<file path="src/rtl/vsync_decoder.sv">
// vsync_decoder: receiving end of the TTL timing chain.
// Turns the HRESET/VRESET strobes into a line number, the length of the last
// frame and a frame-lock indication. The downstream video stage only draws
// while LOCKED is high.
//
// LINE and FRAME_LEN are LINE_W bits wide, sized from LINES so that they can
// carry the 2*LINES-1 timeout length (10 bits for the 262-line Pong raster).
module vsync_decoder #(
   parameter  int LINES         = 262,
   parameter  int PIXELS        = 455,
   parameter  int LOCK_FRAMES   = 2,
   parameter  int UNLOCK_FRAMES = 2,
   localparam int LINE_W        = $clog2(2 * LINES)
) (
   input  logic              CLK,
   input  logic              CLR_N,
   input  logic              HRESET,
   input  logic              VRESET,
   output logic [LINE_W-1:0] LINE,
   output logic [LINE_W-1:0] FRAME_LEN,
   output logic              LOCKED,
   output logic              FRAME_STB,
   output logic              FRAME_ERR,
   output logic              LINE_ERR
);

   // Lock state machine encoding
   localparam logic [1:0] S_SEARCH  = 2'd0;
   localparam logic [1:0] S_ACQUIRE = 2'd1;
   localparam logic [1:0] S_LOCKED  = 2'd2;
   localparam logic [1:0] S_HOLD    = 2'd3;

   // Length a frame is cut off at when no VRESET arrives
   localparam logic [LINE_W-1:0] TIMEOUT_LEN = LINE_W'(2 * LINES - 1);
   localparam logic [LINE_W-1:0] GOOD_LEN    = LINE_W'(LINES);

   // Pixel counter saturates instead of wrapping so a missing HRESET
   // can never alias back onto a correct line length.
   localparam logic [9:0] PIX_MAX  = 10'd1023;
   localparam logic [9:0] PIX_GOOD = 10'(PIXELS - 1);

   localparam logic [7:0] LOCK_N   = 8'(LOCK_FRAMES);
   localparam logic [7:0] UNLOCK_N = 8'(UNLOCK_FRAMES);

   // Strobe synchronisers and edge flags
   logic r_h_sync;
   logic r_h_dly;
   logic r_h_edge;
   logic r_v_sync;
   logic r_v_dly;
   logic r_v_edge;

   // Line length measurement
   logic [9:0] r_pix_cnt;
   logic       r_h_seen;

   // Lock state
   logic [1:0] r_state;
   logic [1:0] w_state_nxt;
   logic [7:0] r_good_cnt;
   logic [7:0] w_good_nxt;
   logic [7:0] r_bad_cnt;
   logic [7:0] w_bad_nxt;
   logic       w_frame_err;
   logic       w_locked_nxt;

   // Frame bookkeeping
   logic [LINE_W-1:0] w_line_inc;
   logic [LINE_W-1:0] w_frame_len;
   logic              w_timeout;
   logic              w_frame_end;
   logic              w_frame_good;
   logic              w_line_bad;

   // Register both strobes, then flag a rising edge against the delayed copy.
   // A level held for several cycles therefore produces exactly one edge flag.
   // NOTE: sequential state uses non-blocking assignments so every register
   // samples the values from before the clock edge, independent of block order.
   always_ff @(posedge CLK or negedge CLR_N) begin
      if (!CLR_N) begin
         r_h_sync <= 1'b0;
         r_h_dly  <= 1'b0;
         r_h_edge <= 1'b0;
         r_v_sync <= 1'b0;
         r_v_dly  <= 1'b0;
         r_v_edge <= 1'b0;
      end else begin
         r_h_sync <= HRESET;
         r_h_dly  <= r_h_sync;
         r_h_edge <= r_h_sync & ~r_h_dly;
         r_v_sync <= VRESET;
         r_v_dly  <= r_v_sync;
         r_v_edge <= r_v_sync & ~r_v_dly;
      end
   end

   // Frame length and line judgement, derived from the edge flags
   assign w_line_inc   = LINE + LINE_W'(1);
   assign w_frame_len  = r_h_edge ? w_line_inc : LINE;
   assign w_timeout    = r_h_edge & ~r_v_edge & (w_line_inc == TIMEOUT_LEN);
   assign w_frame_end  = r_v_edge | w_timeout;
   assign w_frame_good = r_v_edge & (w_frame_len == GOOD_LEN);
   assign w_line_bad   = r_h_edge & r_h_seen & (r_pix_cnt != PIX_GOOD);

   // Count clocks between line edges; the very first edge has no reference.
   always_ff @(posedge CLK or negedge CLR_N) begin
      if (!CLR_N) begin
         r_pix_cnt <= '0;
         r_h_seen  <= 1'b0;
      end else begin
         if (r_h_edge) begin
            r_pix_cnt <= '0;
            r_h_seen  <= 1'b1;
         end else if (r_pix_cnt != PIX_MAX) begin
            r_pix_cnt <= r_pix_cnt + 10'd1;
         end
      end
   end

   // Line counter and last-frame length; a timeout ends the frame like VRESET.
   always_ff @(posedge CLK or negedge CLR_N) begin
      if (!CLR_N) begin
         LINE      <= '0;
         FRAME_LEN <= '0;
      end else begin
         if (w_frame_end) begin
            LINE      <= '0;
            FRAME_LEN <= w_frame_len;
         end else if (r_h_edge) begin
            LINE <= w_line_inc;
         end
      end
   end

   // Next-state logic of the lock machine, evaluated once per frame end.
   // NOTE: every signal written here gets a default first so no path can
   // leave it unassigned and infer a latch.
   always_comb begin
      w_state_nxt = r_state;
      w_good_nxt  = r_good_cnt;
      w_bad_nxt   = r_bad_cnt;
      w_frame_err = 1'b0;
      if (w_frame_end) begin
         case (r_state)
            S_SEARCH: begin
               // The partial frame seen while searching is never judged.
               if (r_v_edge) begin
                  w_state_nxt = S_ACQUIRE;
                  w_good_nxt  = '0;
               end
            end
            S_ACQUIRE: begin
               if (w_frame_good) begin
                  w_good_nxt = r_good_cnt + 8'd1;
                  if (r_good_cnt + 8'd1 >= LOCK_N) begin
                     w_state_nxt = S_LOCKED;
                     w_bad_nxt   = '0;
                  end
               end else begin
                  w_good_nxt  = '0;
                  w_frame_err = 1'b1;
               end
            end
            S_LOCKED: begin
               if (!w_frame_good) begin
                  w_frame_err = 1'b1;
                  w_bad_nxt   = 8'd1;
                  if (8'd1 >= UNLOCK_N) begin
                     w_state_nxt = S_ACQUIRE;
                     w_good_nxt  = '0;
                  end else begin
                     w_state_nxt = S_HOLD;
                  end
               end
            end
            S_HOLD: begin
               if (w_frame_good) begin
                  w_state_nxt = S_LOCKED;
                  w_bad_nxt   = '0;
               end else begin
                  w_frame_err = 1'b1;
                  w_bad_nxt   = r_bad_cnt + 8'd1;
                  if (r_bad_cnt + 8'd1 >= UNLOCK_N) begin
                     w_state_nxt = S_ACQUIRE;
                     w_good_nxt  = '0;
                     w_bad_nxt   = '0;
                  end
               end
            end
            default: begin
               w_state_nxt = S_SEARCH;
               w_good_nxt  = '0;
               w_bad_nxt   = '0;
            end
         endcase
      end
   end

   // HOLD still reports lock: one bad frame must not blank the picture.
   assign w_locked_nxt = (w_state_nxt == S_LOCKED) || (w_state_nxt == S_HOLD);

   // Lock machine state registers
   always_ff @(posedge CLK or negedge CLR_N) begin
      if (!CLR_N) begin
         r_state    <= S_SEARCH;
         r_good_cnt <= '0;
         r_bad_cnt  <= '0;
      end else begin
         r_state    <= w_state_nxt;
         r_good_cnt <= w_good_nxt;
         r_bad_cnt  <= w_bad_nxt;
      end
   end

   // Registered status and one-cycle pulses; LOCKED moves with the deciding pulse.
   always_ff @(posedge CLK or negedge CLR_N) begin
      if (!CLR_N) begin
         LOCKED    <= 1'b0;
         FRAME_STB <= 1'b0;
         FRAME_ERR <= 1'b0;
         LINE_ERR  <= 1'b0;
      end else begin
         LOCKED    <= w_locked_nxt;
         FRAME_STB <= r_v_edge;
         FRAME_ERR <= w_frame_err;
         LINE_ERR  <= w_line_bad;
      end
   end

endmodule

</file>
<file path="config.mk">
export PLATFORM = sky130hd
export DESIGN_NAME = vsync_decoder
export DESIGN_NICKNAME = d
export VERILOG_FILES = /design/src/rtl/vsync_decoder.sv
export SDC_FILE = /design/constraint.sdc
export NUM_CORES = 1
export LEC_CHECK = 0
export BUFFER_PORTS_ARGS = -buffer_cell sky130_fd_sc_hd__buf_2
export CAP_MARGIN = 25
export CORE_UTILIZATION = 45
export DETAILED_ROUTE_END_ITERATION = 12
export RECOVER_POWER = 100
export SLEW_MARGIN = 5
export SYNTH_ARGS = -nofsm -noshare
export SYNTH_HDL_FRONTEND = slang
export SYNTH_SLANG_ARGS = --single-unit
</file>
<file path="constraint.sdc">
create_clock -name CLK -period 6.9 [get_ports CLK]
set_input_delay 0.69 -clock CLK [delete_from_list [all_inputs] [get_ports CLK]]
set_output_delay 0.69 -clock CLK [all_outputs]
set_load 0.02 [all_outputs]
</file>
Word-level counts from Yosys, hierarchy flattened. Index checks and enable logic that the tools add are counted.

Multiplexer cells: 26. Reduce and logical (&&, ||, !) cells: 8. Eq/ne operators: 15. Bitwise logic cells: 11. Magnitude comparators: 2. $add $sub $neg: 4.

Operator list (number): 8-bit 2-to-1 mux (9); 8-bit case mux with 3 select lines (2); 10-bit 2-to-1 mux (4); 10-bit by 1-bit adder with 10-bit output (second input constant) (2); 8-bit by 1-bit adder with 8-bit output (second input constant) (2); 8-bit by 2-bit greater-or-equal comparator with 1-bit output (second input constant) (2); 2-bit 2-to-1 mux (7); 2-bit inequality test (second input constant) (6); 10-bit equality test (second input constant) (1); 10-bit by 9-bit equality test with 1-bit output (second input constant) (1); 10-bit inequality test (second input constant) (1); 10-bit by 9-bit inequality test with 1-bit output (second input constant) (1); 5-bit AND reduction (2); 2-bit equality test (second input constant) (4); 2-bit case mux with 4 select lines (1); 1-bit AND (7); 3-bit nonzero test (2); 1-bit 2-to-1 mux (3); 1-bit NOT (3); 3-bit OR reduction (1); 2-bit by 1-bit equality test with 1-bit output (second input constant) (1); 2-bit zero test (1); 2-bit nonzero test (1); 1-bit logical OR (1); 1-bit OR (1).

Input port bits: 4. Logic and storage cells: 83. Output and inout port bits: 24. Bits in registers: 59.

Depth between registers and ports, before layout.
Depth after elaboration: 9. Depth in mapped cells: 10. Gate-level depth less buffers: 8.

Worst setup path after synthesis. No wires, ideal clock.

Path kind: reg2reg. Start: register LINE[1]. End: register r_good_cnt[1]. Setup slack: 4.454 ns. Required time: 6.776 ns. Path buffers: 1. Library setup time: 0.124 ns. Arrival: 2.322 ns. Period minus slack after synthesis: 2.446 ns. Stages on the path, launching flop included: 9. Cell sequence: dfrtp_1 > ha_1 > buf_2 > nand4_1 > or2_1 > o31ai_1 > nand3_1 > o22a_1 > a211o_1.

Longest elaborated chain between the ends: 6. Elaborated cells between the ends (all ways): 11. Those cells by class: 1 x add/sub; 3 x eq/ne; 3 x mux; 3 x bitwise; 1 x reduce/logical.

Ends and longest elaborated chain: start: declaration (line 19) `output logic [LINE_W-1:0] LINE,`; start signal: assignment (line 130) `LINE <= w_line_inc;`; 10-bit by 1-bit adder with 10-bit output (line 98) `assign w_line_inc = LINE + LINE_W'(1);`; 10-bit 2-to-1 mux; 10-bit by 9-bit equality test with 1-bit output (line 102) `assign w_frame_good = r_v_edge & (w_frame_len == GOOD_LEN);`; 1-bit AND (line 102); 2-bit inequality test (no line) or 8-bit 2-to-1 mux (tied branches); 5-bit AND reduction (no line) or 8-bit case mux with 3 select lines (tied branches); end signal: assignment (line 210) `r_good_cnt <= w_good_nxt;`; end: declaration (line 60) `logic [7:0] r_good_cnt;`.

Several ways; a longest one is shown, not always the timed one. A chain may end at the register's enable or synchronous reset.

Final worst setup path.
Start: register r_h_edge. End: register r_bad_cnt[6].

Longest elaborated chain between the ends: 5. Elaborated cells between the ends (all ways): 11. Those cells by class: 3 x eq/ne; 3 x mux; 4 x bitwise; 1 x reduce/logical.

Ends and longest elaborated chain: start: declaration (line 48) `logic r_h_edge;`; start signal: assignment (line 90) `r_h_edge <= r_h_sync & ~r_h_dly;`; 10-bit 2-to-1 mux; 10-bit by 9-bit equality test with 1-bit output (line 102); 1-bit AND (line 102); 2-bit inequality test (no line) or 8-bit 2-to-1 mux (tied branches); 5-bit AND reduction (no line) or 8-bit case mux with 3 select lines (tied branches); end signal: assignment (line 211) `r_bad_cnt <= w_bad_nxt;`; end: declaration (line 62) `logic [7:0] r_bad_cnt;`.

Several ways; a longest one is shown, not always the timed one.

==> results.cfg <==
[layout]
fill_cells = 596
final_cell_mix = dfrtp_1, nor2_1, clkbuf_1
fin_cells = 414
drive_above_1_share = 0.0742
regArea_um2 = 1480
final_common_cell = dfrtp_1
area_delta_synth_final_pct = 10.2
num-nets-final = 344
diodes = 0
multiInputGateArea_um2 = 1460
final_util = 0.527

[clock_tree]
root_buffer = clkbuf_8
cts_resized = 0
cts.path.max_buffers = 2
clkTransAtPathRegs_ns = 0.07
cts_setup_buffers = 0
cts-hold-fix-buffers = 0
clock_sinks = 59
cts_buffers = 9
cts_max_level = 3
cts_tree = done
insertion_delay_ns = 0.34

[sta]
fin_skew_ns = 0.00811
fmax_ghz = 0.232
setup_viol = 0
min_period_ns = 4.31
final-hold-violation-count = 0
fin_tns_setup_ns = 0
maxSlewViolCount = 79
timing.final.crit_share = 0.624
grt_setup_unrepaired = no
slew_headroom = -1.06
worst_slew_pin_slew_ns = 3.09

[synth]
synthesis.instances = 315
seq_area_frac_synth = 0.475
yosys-top-cells-area = dfrtp_1, nor2_1, xnor2_1, ha_1, xor2_1
synth_area_leader_cell = dfrtp_1
synth_edf_count = 0
synth.net_count = 327
yosysTopAreaCellShare = 0.475
synth_area_um2 = 3110
ys_ff_latch = 59
async_flop_share = 1.00
ys_warn_count = 0
ys_types = 58
synth.avg_cell_area_um2 = 9.87
synth_ff_type = dfrtp_1

[detailed_routing]
vias = 2340
totalWireLength_mm = 6.16
ant_nets = 0
drt_iter0_drc = 81
drt-wirelength-per-cell_um = 14.9
drc_errors = 0
routed_via_density = 5.65
drt_first_pass_iters = 4

[pwr]
ir_drop_mv = 0.158
power_density_nw_per_um2 = 265
power.leakage_uw = 0.00150
p_total_uw = 908

[min_path]
hp-class = reg2reg
hold_start = r_h_sync
hold_depth = 0
holdPathEnd = r_h_dly

[floorplan]
start_util = 0.479
dieArea_um2 = 7250
num_io_pins = 28
die_x_um = 85.1
rows = 29
core-area_um2 = 6490
die_y_um = 85.1

[critical_path]
required_ns = 7.16
rr_startpoint = r_h_edge
critPathSlowestCell = nor4_1
end_kind = flip-flop
crit_start = r_h_edge
crit_arrival_ns = 4.56
critPathKind = reg2reg
startpoint_type = flip-flop
rr_worst_depth = 6
cp_cell_sequence = nand3_1, nor4_1, nor4_2, nor4_1, mux2_1, a21boi_0
reg2reg_to = r_bad_cnt[6]
cp_slowest_stage_delay_ns = 1.96
path_common_cell = nor4_1
cp_max_fo = 23
reg2reg_slack_ns = 2.59

[outcome]
outcome = finished with violations
violations = max-capacitance violations, max-slew violations

[grt]
grt_pass1_wl_mm = 10.7
antenna_found_initial = 0
grt-ovfl-total = 0
grt_pass1_vias = 2235
grt_max_degree = 60
grtUsageTotal = 0.189

[flow_run]
maxCapViolCount = 2

[place]
portBuffers = 27
dp_hpwl_mm = 3.97
gp_congestion = 0.756
placed_cells = 398
worst max path at each step:
stage                    endpoint  slack [ns]
CTS                  r_bad_cnt[6]        3.78
finish               r_bad_cnt[6]        2.59
detailed placement   r_bad_cnt[5]        3.80
global placement     r_bad_cnt[1]        3.93
floorplan           r_good_cnt[1]        4.45
global route         r_bad_cnt[4]        2.19
power breakdown:
group,switching (uW),internal [uW]
clock,140,250
sequential,36.5,373
combinational,69.1,38.6
cells by family after synthesis:
family / synth area share
and+or+nand+nor: 0.213
AOI/OAI and AO/OA: 0.154
DFF: 0.475
buffers and inverters: 0.0483
xor gates and xnor gates: 0.0592
adders and majority gates: 0.0322
muxes: 0.0181
cells in the mapped netlist, types with 2 or more instances:
library cell / number
dfrtp_1: 59
nor2_1: 41
nand2_1: 18
a21oi_1: 13
nand3_1: 13
xnor2_1: 13
clkbuf_1: 10
inv_1: 10
buf_2: 9
and3_1: 8
ha_1: 8
xor2_1: 8
a21boi_1: 7
nand4_1: 7
a31oi_1: 6
o21ai_0: 6
a211o_1: 5
a211oi_1: 5
a22o_1: 5
nor4_1: 5
nor3_1: 4
mux2i_1: 3
nand3b_1: 3
nor2b_1: 3
nor4b_1: 3
a21o_1: 2
a31o_2: 2
and4_1: 2
and4b_1: 2
buf_6: 2
nand2b_1: 2
nand4_2: 2
o211ai_1: 2
o21bai_1: 2
o31ai_1: 2
through the flow:
step	cell area, um2	hold WS (ns)	setup WS [ns]
2_1_floorplan	3110	0.347	4.45
3_3_place_gp	3240	0.349	3.93
3_5_place_dp	3240	0.362	3.80
4_1_cts	3480	0.378	3.78
5_1_grt	3430	0.388	2.19
6_report	3430	0.370	2.59
flip-flops by register name (all words and copies together), names as in the netlist, 2 cells and up:
| signal | flops |
|---|---|
| r_good_cnt | 8 |
| r_pix_cnt | 10 |
| FRAME_LEN | 10 |
| LINE | 10 |
| r_state | 2 |
| r_bad_cnt | 8 |
worst max-delay path, delay by kind of cell (launching register included):
kind	cells	cell delay (ns)
and+or+nand+nor	4	2.69
DFF	1	0.82
muxes	1	0.51
AOI/OAI and AO/OA	1	0.20
layout make-up:
class	instances	area share
clock inverters	4	0.0285
multi-input cells	224	0.427
flip-flops and latches	59	0.431
well taps	77	0.0281
clock buffers	12	0.0424
repair buffers	28	0.0318
inverters	10	0.0110
metal layers:
| layer | vias up | wire (um) | GRT usage |
|---|---|---|---|
| met3 | 7 | 247 | 0.0516 |
| met1 | 1128 | 3190 | 0.263 |
| met4 | 0 | 74 | 0.0647 |
| met2 | 45 | 2650 | 0.286 |
| li1 | 1160 | - | - |
| met5 | - | 0 | 0 |
Note: power is estimated with default switching activity, not from simulation.
